### src/rtl/display_timing.sv
// Display raster timing generator.
// A clock divider produces one pix_tick per pixel; the horizontal and
// vertical counters advance on pix_tick. Sync, video_on and vblank_start
// are registered from the counters' next values so they change on the same
// clk edge as pixel_column / pixel_row. The bot location/info inputs are
// captured once per frame, at the start of vertical blanking, so the icon
// stage sees values that stay constant while a frame is drawn.
module display_timing #(
    parameter int H_ACTIVE = 640,
    parameter int H_FP     = 16,
    parameter int H_SYNC   = 96,
    parameter int H_BP     = 48,
    parameter int V_ACTIVE = 480,
    parameter int V_FP     = 10,
    parameter int V_SYNC   = 2,
    parameter int V_BP     = 33,
    parameter int PIX_DIV  = 4
) (
    input  logic        clk,
    input  logic        reset_n,
    input  logic [7:0]  LocX_in,
    input  logic [7:0]  LocY_in,
    input  logic [7:0]  BotInfo_in,
    output logic        pix_tick,
    output logic [11:0] pixel_column,
    output logic [11:0] pixel_row,
    output logic        horiz_sync,
    output logic        vert_sync,
    output logic        video_on,
    output logic        vblank_start,
    output logic [7:0]  LocX_reg,
    output logic [7:0]  LocY_reg,
    output logic [7:0]  BotInfo_reg
);

    localparam logic [11:0] H_LAST   = 12'(H_ACTIVE + H_FP + H_SYNC + H_BP - 1);
    localparam logic [11:0] V_LAST   = 12'(V_ACTIVE + V_FP + V_SYNC + V_BP - 1);
    localparam logic [11:0] H_VIS    = 12'(H_ACTIVE);
    localparam logic [11:0] V_VIS    = 12'(V_ACTIVE);
    localparam logic [11:0] HS_START = 12'(H_ACTIVE + H_FP);
    localparam logic [11:0] HS_END   = 12'(H_ACTIVE + H_FP + H_SYNC);
    localparam logic [11:0] VS_START = 12'(V_ACTIVE + V_FP);
    localparam logic [11:0] VS_END   = 12'(V_ACTIVE + V_FP + V_SYNC);
    localparam logic [3:0]  DIV_MAX  = 4'(PIX_DIV - 1);

    logic [3:0]  r_div;
    logic [11:0] r_col;
    logic [11:0] r_row;
    logic        r_hsync;
    logic        r_vsync;
    logic        r_video;
    logic        r_vblank;
    logic [7:0]  r_loc_x;
    logic [7:0]  r_loc_y;
    logic [7:0]  r_bot_info;

    logic        w_tick;
    logic [11:0] w_col_next;
    logic [11:0] w_row_next;
    logic        w_vblank_next;

    // With PIX_DIV=1 the divider sits at its terminal value permanently, so
    // the pulse is gated with reset_n to keep it low while reset is held.
    assign w_tick   = (r_div == DIV_MAX);
    assign pix_tick = w_tick & reset_n;

    // Pixel clock divider: counts 0..PIX_DIV-1 and wraps.
    always_ff @(posedge clk or negedge reset_n) begin
        if (!reset_n) begin
            r_div <= 4'd0;
        end else if (w_tick) begin
            r_div <= 4'd0;
        end else begin
            r_div <= r_div + 4'd1;
        end
    end

    // Next raster position; equal to the current one when no tick is due.
    always_comb begin
        w_col_next = r_col;
        w_row_next = r_row;
        if (w_tick) begin
            if (r_col == H_LAST) begin
                w_col_next = 12'd0;
                w_row_next = (r_row == V_LAST) ? 12'd0 : r_row + 12'd1;
            end else begin
                w_col_next = r_col + 12'd1;
            end
        end
    end

    assign w_vblank_next = w_tick && (w_col_next == 12'd0) && (w_row_next == V_VIS);

    // Position counters and the flags decoded from their next values.
    always_ff @(posedge clk or negedge reset_n) begin
        if (!reset_n) begin
            r_col    <= 12'd0;
            r_row    <= 12'd0;
            r_hsync  <= 1'b1;
            r_vsync  <= 1'b1;
            r_video  <= 1'b1;
            r_vblank <= 1'b0;
        end else begin
            r_col    <= w_col_next;
            r_row    <= w_row_next;
            r_hsync  <= !((w_col_next >= HS_START) && (w_col_next < HS_END));
            r_vsync  <= !((w_row_next >= VS_START) && (w_row_next < VS_END));
            r_video  <= (w_col_next < H_VIS) && (w_row_next < V_VIS);
            r_vblank <= w_vblank_next;
        end
    end

    // Frame-stable snapshot of the bot inputs, loaded only as blanking begins.
    always_ff @(posedge clk or negedge reset_n) begin
        if (!reset_n) begin
            r_loc_x    <= 8'h00;
            r_loc_y    <= 8'h00;
            r_bot_info <= 8'h00;
        end else if (w_vblank_next) begin
            r_loc_x    <= LocX_in;
            r_loc_y    <= LocY_in;
            r_bot_info <= BotInfo_in;
        end
    end

    assign pixel_column = r_col;
    assign pixel_row    = r_row;
    assign horiz_sync   = r_hsync;
    assign vert_sync    = r_vsync;
    assign video_on     = r_video;
    assign vblank_start = r_vblank;
    assign LocX_reg     = r_loc_x;
    assign LocY_reg     = r_loc_y;
    assign BotInfo_reg  = r_bot_info;

endmodule

### config.mk
export PLATFORM = sky130hd
export DESIGN_NAME = display_timing
export DESIGN_NICKNAME = d
export VERILOG_FILES = /design/src/rtl/display_timing.sv
export SDC_FILE = /design/constraint.sdc
export NUM_CORES = 1
export LEC_CHECK = 0
export BUFFER_PORTS_ARGS = -buffer_cell sky130_fd_sc_hd__buf_2
export CAP_MARGIN = 5
export CORE_MARGIN = 5
export CORE_UTILIZATION = 30
export DETAILED_ROUTE_END_ITERATION = 6
export GPL_ROUTABILITY_DRIVEN = 0
export GPL_TIMING_DRIVEN = 0
export PLACE_DENSITY = 0.53
export SYNTH_ARGS = -nofsm -noshare
export SYNTH_HDL_FRONTEND = slang
export SYNTH_SLANG_ARGS = --single-unit
### constraint.sdc
create_clock -name clk -period 3.5 [get_ports clk]
set_input_delay 0.875 -clock clk [delete_from_list [all_inputs] [get_ports clk]]
set_output_delay 0.875 -clock clk [all_outputs]
set_load 0.01 [all_outputs]
==> flow_summary.toml <==
[run_status]
status = "finished, final reports clean"

[clock_network]
h-tree-depth = 2
clockRootBuffer = "clkbuf_8"
clk_pin_slew_worst_paths_ps = 110
cts.sinks = 56
cts_made_buffers = 5
clock_path_buffers = 2
clk_latency_ps = 320
cts_tree = "yes"

[critical_path]
crit_type = "reg -> reg"
r2r_setup_slack_ps = 90
cp_max_fo = 10
worstReg2RegEnd = "LocX_reg[2]$_DFFE_PN0P_"
r2r_start = "pixel_column[6]$_DFF_PN0_"
worst-r2r-cell-count = 9
cp-start-kind = "flop"
crit_required_ps = 3710
crit_arrival_ps = 3620
cp-end-kind = "flop"

[grt]
grt_use_total = 0.1274
grt_max_degree = 58
grt-ovfl-total = 0
grt_pass1_wl_mm = 11.99
antenna_found_initial = 0
grt_pass1_vias = 2345

[route]
detail-route-antenna-nets = 0
drc_errors = 0
routed_wl_mm = 7.761
via_per_inst = 4.952
drt_pre_antenna_iters = 4
drt_iter0_drc = 130
wire_per_inst_um = 15.62
vias = 2461

[logic_synthesis]
yosysMostFrequentCell = "dfrtp_1"
synth_nets = 300
seq_area_frac_synth = 0.4728
synth_ff_type = "dfrtp_1"
ys_warn_count = 0
synth-edff-count = 0
synthCells = 270
syn_area_per_cell_um2 = 11.01
yosysTopAreaCellShare = 0.4463
yosys.area.top_type = "dfrtp_1"
synth-seq-cells = 56
syn-cell-area_um2 = 2972
async_reset_ff_frac = 1.000
synth_area_leaders = "dfrtp_1 (45%), mux2_4 (10%), nand3_1 (2.9%), o21ai_0 (2.9%), dfstp_2 (2.7%)"
netlist_top_cells_count = "dfrtp_1 (53), mux2_4 (20), nand2_1 (19)"
synth.distinct_cells = 49

[die]
io_pins = 79
core-area_um2 = 9729
fp.dieH_um = 109.5
start_util = 0.3054
core.rowCount = 36
fp.dieW_um = 109.5
dieArea_um2 = 12000

[min_path]
min_delay_path_depth = 1
holdCritPathClass = "reg -> reg"
min_from = "r_div[0]$_DFF_PN0_"
min_to = "r_div[0]$_DFF_PN0_"

[place]
portBuffers = 78
hpwl_mm = 5.530

[final_layout]
fill_cells = 997
nNetsFinal = 393
layout-drive-gt1-share = 0.4121
area_growth_pct = 26.78
antenna_cells = 0

[sta]
tightestPinTransition_ps = 833.2
relSlewSlack = 0.4398
hold_violations = 0
setup_violations = 0
setup_tns_ps = 0
fin_crit_ps = 3410
min_period_over_period = 0.9742
hold_ws_ps = 461.2
fmax_ghz = 0.2933
fin_skew_ps = 7.973
drv_slew = 0

[power]
p_leak_nw = 1.720
power_frac_clock = 0.338
p_sw_uw = 270.7
seqPwrFrac = 0.601
power.density_nw_per_um2 = 295.1
pwr-share-comb = 0.061
p_sw_frac = 0.2434
vdd_ir_drop_max_uv = 145.1
internal-power_uw = 841.2

[run]
maxCapViolations = 0
-- cell families (layout without fill, tap and decap cells) --
| kind of cell | after synthesis | after routing | share of synthesized area |
|---|---|---|---|
| buffers and inverters | 20 | 114 | 0.03284 |
| flip-flops | 56 | 56 | 0.4728 |
| XOR/XNOR | 13 | 13 | 0.03832 |
| multiplexers | 28 | 28 | 0.1305 |
| AO/OA/AOI/OAI | 43 | 43 | 0.09095 |
| AND/OR/NAND/NOR | 106 | 106 | 0.2177 |
| adder cells (fa/ha/maj) | 4 | 4 | 0.01684 |
-- routing by layer --
layer	vias up	share of wire	global-route usage
met5	-	0	0
met4	0	0.011	0.02850
met3	7	0.050	0.02642
met2	58	0.48	0.2079
met1	1231	0.45	0.1741
li1	1165	-	-
-- how the worst max path moves through the flow --
stage | start | endpoint | slack [ps] | cells after the start
floorplan | pixel_column[6]$_DFF_PN0_ | BotInfo_reg[0]$_DFFE_PN0P_ | 290 | 9
global placement | r_div[0]$_DFF_PN0_ | LocX_reg[5]$_DFFE_PN0P_ | -70 | 9
detailed placement | r_div[0]$_DFF_PN0_ | BotInfo_reg[1]$_DFFE_PN0P_ | -100 | 9
CTS | r_div[0]$_DFF_PN0_ | BotInfo_reg[1]$_DFFE_PN0P_ | 0.5 | 9
global route | pixel_column[7]$_DFF_PN0_ | LocX_reg[2]$_DFFE_PN0P_ | -0.7 | 9
finish | pixel_column[6]$_DFF_PN0_ | LocX_reg[2]$_DFFE_PN0P_ | 90 | 9
-- placed cells by master, fill, tap and decap left out, drive strengths merged, types with 4 or more instances in the layout --
cell / n
a31oi: 6
buf: 89
and2: 4
inv: 9
mux2: 26
clkbuf: 14
o21ai: 17
nand2: 19
xor2: 4
o31ai: 4
ha: 4
nor2: 16
or3: 4
xnor2: 9
nand3: 17
dfrtp: 53
a21oi: 5
and3: 5
nor3: 8
nand4: 5
-- critical path, cell delays in order (launching register included) --
cell,delay (ps)
dfrtp_2,440
or4_4,550
or4_4,590
buf_8,170
nor4b_4,240
o221ai_2,200
nor4b_4,310
nand4_4,240
clkbuf_16,260
mux2_4,290
-- final cells by class --
type / instances / area (µm²) / share of cell area
buffer: 11 / 81.33 / 0.02159
clock buffer: 5 / 68.82 / 0.01827
clock inverter: 3 / 22.52 / 0.005978
inverter: 8 / 30.03 / 0.007971
multi-input combinational: 194 / 1513 / 0.4015
sequential: 56 / 1408 / 0.3736
tap: 133 / 166.4 / 0.04417
timing repair buffer: 87 / 478.0 / 0.1269
-- power groups by stage --
stage	clock, mW	combinational, mW	sequential, mW
after global routing	0.421	0.0759	0.670
final	0.376	0.0680	0.668
after global placement	0	0.0697	0.680
after floorplan	0	0.0189	0.688
after CTS	0.395	0.0705	0.668
after detailed placement	0	0.0705	0.680
-- through the flow --
| step | utilization | total power [mW] | instances | cell area (µm²) | setup WS [ps] |
|---|---|---|---|---|---|
| after floorplan | - | 0.7065 | 270 | 2972 | 294.4 |
| after global placement | 0.3627 | 0.7495 | 481 | 3528 | -70.33 |
| after detailed placement | 0.3627 | 0.7508 | 481 | 3528 | -96.43 |
| after CTS | 0.3735 | 1.134 | 489 | 3633 | 0.5087 |
| after global routing | 0.3872 | 1.167 | 497 | 3767 | -0.6679 |
| final | 0.3872 | 1.112 | 497 | 3767 | 90.34 |
-- repair_timing --
item | 4_1_cts | 5_1_grt
gates resized for setup | 2 | 15
cloned | 0 | 1
hold buffers | 0 | 0
pin swaps | 0 | 6
setup endpoints to repair | 20 | 20
setup buffers | 0 | 8
Power figures use the tool's default switching activity.
